### config.mk
export PLATFORM = sky130hd
export DESIGN_NAME = button_debouncer
export DESIGN_NICKNAME = d
export VERILOG_FILES = /design/src/rtl/button_debouncer.sv
export SDC_FILE = /design/constraint.sdc
export NUM_CORES = 1
export LEC_CHECK = 0
export CAP_MARGIN = 10
export CORE_ASPECT_RATIO = 2
export CORE_MARGIN = 5
export CORE_UTILIZATION = 58
export CTS_BUF_LIST = sky130_fd_sc_hd__clkbuf_8
export CTS_CLUSTER_SIZE = 14
export DETAILED_ROUTE_END_ITERATION = 12
export GPL_TIMING_DRIVEN = 0
export PLACE_DENSITY = 0.76
export RECOVER_POWER = 100
export SLEW_MARGIN = 0
export SYNTH_ARGS = -nofsm -noshare
export SYNTH_HDL_FRONTEND = slang
export SYNTH_SLANG_ARGS = --single-unit
export TNS_END_PERCENT = 50
### constraint.sdc
create_clock -name clk -period 2.15 [get_ports clk]
set_input_delay 0.215 -clock clk [delete_from_list [all_inputs] [get_ports clk]]
set_output_delay 0.215 -clock clk [all_outputs]
set_load 0.01 [all_outputs]
### src/rtl/button_debouncer.sv
// Multi-channel 2-flop synchronizer + stability-counting debouncer for buttons/switches.
// Optional BUTTON_DEBOUNCER_EDGE_PULSE_EN adds registered one-cycle rise/fall pulses.
module button_debouncer #(
    parameter int unsigned WIDTH         = 3,
    parameter int unsigned STABLE_CYCLES = 50000
) (
    input  logic             clk,
    input  logic             rst_n,
    input  logic [WIDTH-1:0] raw,
    output logic [WIDTH-1:0] y,
`ifdef BUTTON_DEBOUNCER_EDGE_PULSE_EN
    output logic [WIDTH-1:0] rise,
    output logic [WIDTH-1:0] fall,
`endif
    output logic [WIDTH-1:0] busy
);

    localparam int unsigned CW = $clog2(STABLE_CYCLES + 1);

    typedef enum logic [1:0] {
        STABLE_LO = 2'd0,
        WAIT_HI   = 2'd1,
        STABLE_HI = 2'd2,
        WAIT_LO   = 2'd3
    } state_t;

    logic [WIDTH-1:0] r_sync1;
    logic [WIDTH-1:0] r_sync2;
    logic [WIDTH-1:0] r_y;
    logic [WIDTH-1:0] r_busy;
    logic [WIDTH-1:0] r_rise;
    logic [WIDTH-1:0] r_fall;

    always_ff @(posedge clk or negedge rst_n) begin
        if (!rst_n) begin
            r_sync1 <= '0;
            r_sync2 <= '0;
        end else begin
            r_sync1 <= raw;
            r_sync2 <= r_sync1;
        end
    end

    for (genvar g = 0; g < WIDTH; g++) begin : g_ch
        state_t        r_state;
        state_t        w_state_nxt;
        logic [CW-1:0] r_cnt;
        logic [CW-1:0] w_cnt_nxt;
        logic          w_done;

        // Acceptance fires on the edge that would bring cnt to STABLE_CYCLES, so y
        // lands exactly STABLE_CYCLES+1 edges after raw is first captured.
        assign w_done = (({1'b0, r_cnt} + 1'b1) >= (CW + 1)'(STABLE_CYCLES));

        always_comb begin
            w_state_nxt = r_state;
            w_cnt_nxt   = r_cnt;
            case (r_state)
                STABLE_LO: begin
                    w_cnt_nxt = '0;
                    if (r_sync2[g]) begin
                        w_state_nxt = WAIT_HI;
                        w_cnt_nxt   = CW'(1);
                    end
                end
                WAIT_HI: begin
                    if (!r_sync2[g]) begin
                        w_state_nxt = STABLE_LO;
                        w_cnt_nxt   = '0;
                    end else if (w_done) begin
                        w_state_nxt = STABLE_HI;
                        w_cnt_nxt   = '0;
                    end else begin
                        w_cnt_nxt = r_cnt + CW'(1);
                    end
                end
                STABLE_HI: begin
                    w_cnt_nxt = '0;
                    if (!r_sync2[g]) begin
                        w_state_nxt = WAIT_LO;
                        w_cnt_nxt   = CW'(1);
                    end
                end
                WAIT_LO: begin
                    if (r_sync2[g]) begin
                        w_state_nxt = STABLE_HI;
                        w_cnt_nxt   = '0;
                    end else if (w_done) begin
                        w_state_nxt = STABLE_LO;
                        w_cnt_nxt   = '0;
                    end else begin
                        w_cnt_nxt = r_cnt + CW'(1);
                    end
                end
                default: begin
                    w_state_nxt = STABLE_LO;
                    w_cnt_nxt   = '0;
                end
            endcase
        end

        always_ff @(posedge clk or negedge rst_n) begin
            if (!rst_n) begin
                r_state   <= STABLE_LO;
                r_cnt     <= '0;
                r_y[g]    <= 1'b0;
                r_busy[g] <= 1'b0;
                r_rise[g] <= 1'b0;
                r_fall[g] <= 1'b0;
            end else begin
                r_state   <= w_state_nxt;
                r_cnt     <= w_cnt_nxt;
                r_y[g]    <= (w_state_nxt == STABLE_HI) || (w_state_nxt == WAIT_LO);
                r_busy[g] <= (w_state_nxt == WAIT_HI) || (w_state_nxt == WAIT_LO);
                r_rise[g] <= (r_state == WAIT_HI) && (w_state_nxt == STABLE_HI);
                r_fall[g] <= (r_state == WAIT_LO) && (w_state_nxt == STABLE_LO);
            end
        end
    end

    assign y    = r_y;
    assign busy = r_busy;

`ifdef BUTTON_DEBOUNCER_EDGE_PULSE_EN
    assign rise = r_rise;
    assign fall = r_fall;
`else
    logic w_unused_pulses;
    assign w_unused_pulses = ^{r_rise, r_fall};
`endif

endmodule

==> results of run 1 <==
[sequential cells by signal (all words and copies together) (netlist names)]
name and flops:
busy 3, g_ch.r_state 3, r_sync1 3, y 3, r_sync2 3, g_ch.r_cnt 48
[area by class of cell]
type                            count  area, µm²  share of cell area [%]
Inverter                            7       26.3                   0.543
Tap cell                           86        108                    2.22
Timing Repair Buffer               54        457                    9.44
Clock inverter                      4       43.8                   0.905
Buffer                             18        140                    2.90
Multi-Input combinational cell    305       2310                    47.8
Sequential cell                    63       1590                    32.8
Clock buffer                       12        165                    3.41
[power groups by stage]
stage	combinational (W)	clock (W)	sequential, W
after floorplan	0.0000426	0	0.00124
after CTS	0.000121	0.00108	0.00122
final	0.000131	0.00108	0.00122
after global routing	0.000146	0.00113	0.00122
after detailed placement	0.0000925	0	0.00125
after global placement	0.0000866	0	0.00124
[what timing repair did]
| item | in CTS | in global routing |
|---|---|---|
| buffers inserted | 31 | 9 |
| endpoints found under the hold margin | 32 | 0 |
| hold buffers | 1 | 0 |
| resized for setup | 47 | 62 |
| pin swaps | 19 | 26 |
| endpoints found under the setup margin | 55 | 54 |
| cloned | 2 | 0 |
[stage by stage]
step	total power (W)	TNS, ns	cells	utilization (%)
after floorplan	0.00128	-0.0676	394	-
after global placement	0.00133	-84.67	490	62.4
after detailed placement	0.00134	-14.89	491	62.6
after CTS	0.00243	-1.87	540	73.1
after global routing	0.00250	-10.45	549	77.9
final	0.00243	-5.85	549	77.9
[routing by layer]
| layer | global-route usage [%] | up-vias |
|---|---|---|
| met5 | 0 | - |
| met4 | 11.2 | 0 |
| met3 | 3.97 | 28 |
| met2 | 36.3 | 150 |
| met1 | 31.2 | 1661 |
| li1 | - | 1524 |
[logic make-up (layout without fill, tap and decap cells)]
logic type | count (synthesis) | after routing
AO/OA/AOI/OAI | 47 | 47
XOR/XNOR | 45 | 45
adder cells (fa/ha/maj) | 6 | 6
buffers and inverters | 26 | 95
flip-flops | 63 | 63
multiplexers | 9 | 9
AND/OR/NAND/NOR | 198 | 198
[worst paths after layout]
path | from | cells after the start | slack (ns) | endpoint
worst max-delay path | g_ch[1].r_cnt[0] | 8 | -0.22 | g_ch[1].r_cnt[10]
worst min-delay path | r_sync1[2] | 0 | 0.35 | r_sync2[2]
worst max register to register | g_ch[1].r_cnt[0] | 8 | -0.22 | g_ch[1].r_cnt[10]
worst min register to register | r_sync1[2] | 0 | 0.35 | r_sync2[2]
max in group asynchronous | rst_n | 3 | 0.36 | g_ch[2].r_cnt[0]
min in group asynchronous | rst_n | 2 | 0.51 | g_ch[0].r_cnt[12]
[placed cells by master, fill, tap and decap left out, types with 13 or more instances in the layout]
master | Yosys | routed
clkbuf_8 | 0 | 13
buf_4 | 4 | 40
nand3_1 | 25 | 20
nor2_1 | 43 | 27
xor2_1 | 15 | 15
nor3_2 | 1 | 13
xnor2_1 | 30 | 29
nand2_1 | 51 | 49
dfrtp_1 | 63 | 55
==> summary.txt, run 1 <==
Outcome
  – Status: finished, violations left
  – Failing checks: negative setup slack

Synth
  – Synth warn: 0
  – Seq/Total Area, Yosys: a little over two fifths
  – Synth Register Bits: 63
  – Syn Nets: between 400 and 500
  – Post-synthesis compound-gate area fraction: under 10%
  – Cells after Synth: 394
  – Cell Area, Synth: between 3000 and 4000 µm²
  – Area contributors post-synth: dfrtp_1, xnor2_1, nand2_1, nor2_1, xor2_1
  – Post-Synth Simple-Gate Area: roughly 28%
  – Main combinational cell family by area after synthesis: simple AND/OR/NAND/NOR gates
  – Post-synthesis xor/xnor area fraction: a little over a tenth
  – Cell taking the most area after synthesis: dfrtp_1
  – Synth unique cells: 62
  – Top post-synthesis cells by count: dfrtp_1, nand2_1, nor2_1
  – Mean post-synth cell area: about 9.2 µm²
  – Synth Flop Type: dfrtp_1
  – Top cell type's share of synthesized area: a little over two fifths
  – Adder-Cell Fraction of Synth Area: roughly 2.1%
  – Multiplexer share of the synthesized area: 2.99%
  – Number of flops mapped to enable cells by yosys: 0
  – Most numerous cell in the Yosys netlist: dfrtp_1
  – Post-synth ARST share: 100%

Run
  – Max cap viols: 0

Min path
  – Worst Hold Class: reg2reg

Worst setup path
  – CP Data Required Time: between 2 and 2.5 ns
  – Worst path cell trace: ha_4, nand3_4, or4_4, buf_4, o2111a_1, mux2i_4, buf_6, nor3b_1
  – CP Max Fanout: 6
  – Family with the most delay on the worst path: simple AND/OR/NAND/NOR gates
  – Crit-path slowest cell: or4_4
  – Crit start category: flop
  – Crit Path Class: reg2reg
  – CP Buf/Inv Count: 2
  – WP data arrival: roughly 2.6 ns
  – Slowest cell delay on critical path: between 0.5 and 0.6 ns
  – Endpoint type of the worst setup path: flop

Detailed routing
  – DR top layer: met4
  – Routed vias/inst: 6.13
  – Metal3 WL: ~510 µm
  – DRT met1 WL: a little over 4000 µm
  – Final wirelength: 9820 µm
  – Post-route ant nets: 0
  – WL/cell: about 18 µm
  – Initial detailed-routing violation count: approximately 340
  – Vias: around 3,400
  – Residual DRC: 0
  – 1st-pass router iterations: 5
  – Met2 WL post-DR: between 4000 and 5000 µm

Clocking
  – CTS tree: yes
  – H-tree Lvls: 3
  – Clock transition at path regs: 0.07 ns
  – Clock sink total: 63
  – Total CTS buffers: 9
  – CTS root buffer: clkbuf_8
  – Skew-Pair Late Insertion Delay: roughly 0.34 ns
  – Max clock buf depth: 2

Placed design
  – Dpl hpwl: between 5000 and 6000 µm
  – Pre-CTS WS: -0.502 ns
  – GP Congestion: 0.918
  – Post-DP Area: between 3000 and 4000 µm²
  – I/O Buffers: 10

Layout
  – Fraction of layout cells with a size suffix above 1: 32.2%
  – Synth-to-layout area growth: 32.8%
  – Fill count: 363
  – Final instance area: just under 5000 µm²
  – Diode count: 0
  – Fin nets: roughly 470

Power and ir drop
  – Psw: about 0.00055 W
  – Gate power share: approximately 5.4%
  – PwrDens: about 500 nW/µm²
  – Clk pwr share: between 40% and 50%
  – Worst VDD drop: 0.614 mV
  – Flop pwr share: around half
  – Sw frac: between 20% and 30%
  – LEAKAGE: between 2 and 2.5 nW
  – Internal Pwr Total: 0.00188 W

STA
  – # setup viols final: 38
  – Min Clock Period, post-route: around 2.4 ns
  – Pins Over Slew Limit: 0
  – Highest Clock Rate: ~420 MHz
  – Worst Tran Pin Value: 0.844 ns
  – Setup Skew: around 0.011 ns
  – Slew HR: between 40 and 50%
  – Final hold slack: roughly 0.35 ns
  – Fin. Hold Viols: 0
  – RSZ-0062 raised after global routing: true
  – Final setup margin: -0.224 ns
  – Post-route clock period utilization: 110%

GRT
  – Global-route wire length before repair: approximately 14,000 µm
  – Initial antenna violation count: 0
  – Vias in the first global route: between 3,000 and 4,000
  – Overall Global Routing Usage: between 20% and 30%
  – Gr ovfl total: 0
  – Largest net degree at the start of global routing: 34

Floorplanning
  – Initial cell density of the core: 58.7%
  – Std-Cell Rows: ~40
  – Die Span Y: about 120 µm
  – # IOs: 11
  – Core area: ~6200 µm²
  – Die width: roughly 66 µm
  – Die area: just over 8000 µm²
No activity file was read; power rests on OpenSTA's default activity.
==> run 2, diff against run 1 <==
--- a/config.mk
+++ b/config.mk
@@ -8,12 +8,13 @@
 export CAP_MARGIN = 10
 export CORE_ASPECT_RATIO = 2
 export CORE_MARGIN = 5
-export CORE_UTILIZATION = 58
+export CORE_UTILIZATION = 60
 export CTS_BUF_LIST = sky130_fd_sc_hd__clkbuf_8
 export CTS_CLUSTER_SIZE = 14
 export DETAILED_ROUTE_END_ITERATION = 12
+export DONT_BUFFER_PORTS = 1
 export GPL_TIMING_DRIVEN = 0
-export PLACE_DENSITY = 0.76
+export PLACE_DENSITY = 0.73
 export RECOVER_POWER = 100
 export SLEW_MARGIN = 0
 export SYNTH_ARGS = -nofsm -noshare
==> constraint.sdc (replaced) <==
create_clock -name clk -period 2.7 [get_ports clk]
set_input_delay 0.27 -clock clk [delete_from_list [all_inputs] [get_ports clk]]
set_output_delay 0.27 -clock clk [all_outputs]
set_load 0.01 [all_outputs]
==> summary.txt, run 2 (same netlist as run 1, synthesis figures left out) <==
Clocking
  – Clock sink total: between 60 and 70
  – Total CTS buffers: 9
  – Max clock buf depth: 2
  – CTS tree: yes
  – Clock transition at path regs: approximately 0.07 ns
  – H-tree Lvls: 3
  – CTS root buffer: clkbuf_8
  – Skew-Pair Late Insertion Delay: ~0.36 ns

Layout
  – Number of flip-flops under the largest register name: 48
  – Fill count: 503
  – Fraction of layout cells with a size suffix above 1: 12.6%
  – Seq. cell area: between 1500 and 2000 µm²
  – Diode count: 0
  – Fin nets: roughly 430
  – Area of the multi-input gates: slightly below 2000 µm²
  – Most frequent cells in the layout: dfrtp_1, nand2_1, nor2_1
  – Synth-to-layout area growth: 10.2%
  – Commonest non-fill, non-tap cell in the layout: dfrtp_1
  – Final instance area: 4020 µm²
  – Biggest register: g_ch.r_cnt

Floorplanning
  – Core area: slightly below 6000 µm²
  – Initial cell density of the core: 61.2%
  – Die width: 65.1 µm
  – Die Span Y: about 120 µm
  – # IOs: 11
  – Die area: approximately 7800 µm²
  – Std-Cell Rows: 40

Worst setup path
  – Crit-path slowest cell: dfrtp_2
  – Endpoint type of the worst setup path: flop
  – Crit Path Class: reg2reg
  – Crit start category: flop
  – CP Data Required Time: just under 3 ns
  – CP Max Fanout: 8
  – Worst path cell trace: ha_1, a311oi_2, a311oi_1, a2111o_1, a222oi_1, buf_4, a21oi_1, mux2_2
  – Slowest cell delay on critical path: between 0.4 and 0.5 ns
  – Family with the most delay on the worst path: compound AO/OA/AOI/OAI gates
  – CP Buf/Inv Count: 1
  – WP data arrival: 2.83 ns

Power and ir drop
  – Worst VDD drop: slightly above 0.4 mV
  – PwrDens: around 450 nW/µm²
  – LEAKAGE: between 1.5 and 2 nW

STA
  – Worst Tran Pin Value: about 1.6 ns
  – Min Clock Period, post-route: approximately 2.6 ns
  – Pins Over Slew Limit: 64
  – # setup viols final: 0
  – Post-route clock period utilization: between 90 and 100%
  – Slew HR: -4.70%
  – Setup Skew: about 0.0036 ns
  – Highest Clock Rate: around 390 MHz
  – Final setup margin: between 0.1 and 0.15 ns
  – Fin. Hold Viols: 0

Detailed routing
  – Initial detailed-routing violation count: 156
  – WL/cell: between 15 and 20 µm
  – Routed vias/inst: ~6.1
  – Vias: between 2,000 and 3,000
  – Final wirelength: 7880 µm
  – 1st-pass router iterations: 4
  – Post-route ant nets: 0
  – Residual DRC: 0

GRT
  – Largest net degree at the start of global routing: between 60 and 70
  – Gr ovfl total: 0
  – Vias in the first global route: a little over 3,000
  – Global-route wire length before repair: 13,700 µm
  – Overall Global Routing Usage: between 20 and 25%
  – Initial antenna violation count: 0

Outcome
  – Status: finished, violations left
  – Failing checks: max-capacitance violations, max-slew violations

Placed design
  – Pre-CTS WS: -0.0990 ns
  – Dpl hpwl: 5330 µm
  – I/O Buffers: 0
  – GP Congestion: 0.877
  – Post-DP Area: 3720 µm²

Min path
  – Worst Hold Class: reg2reg

Run
  – Max cap viols: 1
## run 2: area by class of cell
type | count | share of cell area (%)
Multi-Input combinational cell | 305 | 49.0
Sequential cell | 63 | 39.3
Clock buffer | 10 | 3.43
Timing Repair Buffer | 11 | 2.24
Buffer | 19 | 2.21
Tap cell | 63 | 1.96
Clock inverter | 6 | 1.15
Inverter | 7 | 0.654
## run 2: path summary, 6_finish.rpt
path	start	slack (ns)	depth (start not counted)	endpoint
worst max-delay path	g_ch[2].r_cnt[0]	0.11	8	g_ch[2].r_state[1]
worst min-delay path	r_sync1[2]	0.36	0	r_sync2[2]
worst max register to register	g_ch[2].r_cnt[0]	0.11	8	g_ch[2].r_state[1]
worst min register to register	r_sync1[2]	0.36	0	r_sync2[2]
max in group asynchronous	rst_n	0.80	2	g_ch[2].r_cnt[0]
min in group asynchronous	rst_n	0.85	2	g_ch[0].r_cnt[12]
## run 2: power by group
part / internal [W] / switching, W
combinational: 0.0000193 / 0.0000436
sequential: 0.000957 / 0.0000165
clock: 0.000358 / 0.000408
total: 0.00133 / 0.000468
## run 2: layer usage
metal  GRT usage [%]  share of wire, %
met2            39.3                56
met3            4.28               2.2
met4            13.5               2.8
met5               0                 0
met1            24.5                39
## run 2: metrics by stage
stage	total power (W)	setup TNS [ns]	instances	hold WS, ns	utilization, %
5_1_grt	0.00188	-0.0221	484	0.369	67.4
2_1_floorplan	0.00102	0	394	-0.0256	-
3_3_place_gp	0.00103	-0.381	457	-0.0242	62.5
3_5_place_dp	0.00103	-0.995	457	-0.0237	62.5
6_report	0.00180	0	484	0.358	67.4
4_1_cts	0.00182	0	480	0.364	67.0
## run 2: worst reg2reg max path, stage by stage, from the launching register on
cell and delay (ns):
dfrtp_2 0.46, ha_1 0.28, a311oi_2 0.30, a311oi_1 0.08, a2111o_1 0.42, a222oi_1 0.31
buf_4 0.18, a21oi_1 0.11, mux2_2 0.32
## run 2: repair_timing
action,4_1_cts,5_1_grt
endpoints found under the setup margin,28,42
pin swaps,1,3
endpoints found under the hold margin,66,0
gates resized for setup,1,8
buffers inserted,2,4
hold buffers,5,0
==> run 3, diff against run 2 <==
--- a/config.mk
+++ b/config.mk
@@ -20,4 +20,4 @@
 export SYNTH_ARGS = -nofsm -noshare
 export SYNTH_HDL_FRONTEND = slang
 export SYNTH_SLANG_ARGS = --single-unit
-export TNS_END_PERCENT = 50
+export TNS_END_PERCENT = 20
==> summary.txt, run 3 (same netlist as run 1, synthesis figures left out) <==
Worst setup path
  – WP data arrival: just under 3 ns
  – Crit start category: flop
  – Slowest cell delay on critical path: 0.48 ns
  – Endpoint type of the worst setup path: flop
  – Crit Path Class: reg2reg
  – Crit-path slowest cell: dfrtp_1
  – Worst path cell trace: ha_1, nand3_1, nor3_1, nand4_1, a222oi_1, buf_4, a21oi_1, mux2_2
  – CP Data Required Time: just under 3 ns
  – CP Max Fanout: 8
  – Reg2reg setup slack: roughly 0.054 ns

Floorplanning
  – Initial cell density of the core: between 60% and 70%
  – Die width: 65.1 µm
  – Core area: around 6000 µm²
  – # IOs: 11
  – Std-Cell Rows: 40
  – Die area: between 7000 and 8000 µm²
  – Die Span Y: about 120 µm

Run
  – Max cap viols: 1

GRT
  – Global-route wire length before repair: approximately 14,000 µm
  – Largest net degree at the start of global routing: 64
  – Vias in the first global route: ~3,000
  – Overall Global Routing Usage: between 20% and 30%
  – Initial antenna violation count: 0
  – Gr ovfl total: 0

Clocking
  – Clock transition at path regs: 0.07 ns
  – Max clock buf depth: 2
  – H-tree Lvls: 3
  – Skew-Pair Late Insertion Delay: approximately 0.36 ns
  – Clock sink total: 63
  – CTS root buffer: clkbuf_8
  – CTS tree: yes
  – Total CTS buffers: 9

STA
  – RSZ-0062 raised after global routing: true
  – Slew HR: -4.65%
  – Highest Clock Rate: 378 MHz
  – # setup viols final: 0
  – Fin. Hold Viols: 0
  – Setup Skew: slightly below 0.006 ns
  – Min Clock Period, post-route: around 2.6 ns
  – Pins Over Slew Limit: 64
  – Post-route clock period utilization: a little over nine tenths
  – Final hold slack: 0.358 ns
  – Worst Tran Pin Value: roughly 1.6 ns

Detailed routing
  – Routed vias/inst: approximately 6
  – WL/cell: around 16 µm
  – 1st-pass router iterations: 4
  – Initial detailed-routing violation count: 140
  – Final wirelength: 7870 µm
  – Post-route ant nets: 0
  – Vias: between 2,000 and 3,000
  – Residual DRC: 0

Min path
  – Worst Hold Class: reg2reg

Layout
  – Fin nets: roughly 430
  – Diode count: 0
  – Most frequent cells in the layout: dfrtp_1, nand2_1, nor2_1
  – Fill count: 502
  – Biggest register: g_ch.r_cnt
  – Number of flip-flops under the largest register name: 48
  – Synth-to-layout area growth: 10.2%
  – Commonest non-fill, non-tap cell in the layout: dfrtp_1
  – Fraction of layout cells with a size suffix above 1: between 10% and 20%
  – Final instance area: between 4000 and 5000 µm²

Outcome
  – Failing checks: max-capacitance violations, max-slew violations
  – Status: finished, violations left

Placed design
  – GP Congestion: roughly 0.88
  – I/O Buffers: 0
  – Post-DP Area: about 3700 µm²
  – Dpl hpwl: 5330 µm

Power and ir drop
  – LEAKAGE: 1.71 nW
  – PwrDens: ~450 nW/µm²
  – Tot Pwr: approximately 0.0018 W
  – Worst VDD drop: between 0.4 and 0.5 mV
[run 3: cell type report]
type                            count  area, µm²  area share (%)
Buffer                             19       88.8            2.21
Multi-Input combinational cell    305       1980            49.3
Clock buffer                       10        138            3.43
Inverter                            7       26.3           0.655
Tap cell                           63       78.8            1.96
Sequential cell                    63       1580            39.3
Clock inverter                      6       46.3            1.15
Timing Repair Buffer               10       82.6            2.06
[run 3: what timing repair did]
item	in CTS	in global routing
buffers inserted	0	5
setup endpoints to repair	28	35
hold buffers	5	0
gates resized for setup	2	7
hold endpoints to repair	66	0
pin swaps	1	3
[run 3: critical path, delay by kind of cell (launching register included)]
family | cells | cell delay [ns]
AO/OA/AOI/OAI | 2 | 0.47
adder cells (fa/ha/maj) | 1 | 0.30
buffers and inverters | 1 | 0.19
flip-flops | 1 | 0.48
multiplexers | 1 | 0.34
AND/OR/NAND/NOR | 3 | 0.75
[run 3: metrics by stage]
step,TNS (ns),worst slack [ns],std cells,util (%)
after CTS,0,0.00783,478,66.9
after global placement,-0.381,-0.0432,457,62.5
after floorplan,0,0.321,394,-
after detailed placement,-0.995,-0.0990,457,62.5
final,0,0.0538,483,67.4
after global routing,-0.106,-0.0424,483,67.4
[run 3: final timing paths]
kind	startpoint	endpoint	cells after the start
max	g_ch[2].r_cnt[0]	g_ch[2].r_state[1]	8
min	r_sync1[2]	r_sync2[2]	0
max reg2reg	g_ch[2].r_cnt[0]	g_ch[2].r_state[1]	8
min reg2reg	r_sync1[2]	r_sync2[2]	0
max in group asynchronous	rst_n	g_ch[2].r_cnt[1]	2
min in group asynchronous	rst_n	g_ch[0].r_cnt[12]	2
[run 3: power by group]
group          leakage [nW]  total (W)  internal, W  switching [W]
clock network        0.0768   0.000766     0.000358       0.000407
logic                 0.785  0.0000629    0.0000193      0.0000435
registers             0.852   0.000973     0.000957      0.0000165
total                  1.71    0.00180      0.00133       0.000467
[run 3: per-layer routing]
| metal | track usage, % | vias up | share of wire [%] |
|---|---|---|---|
| met5 | 0 | - | 0 |
| met4 | 14.3 | 0 | 3.3 |
| met3 | 4.00 | 23 | 1.9 |
| met2 | 39.1 | 32 | 56 |
| met1 | 24.5 | 1423 | 39 |
| li1 | - | 1439 | - |
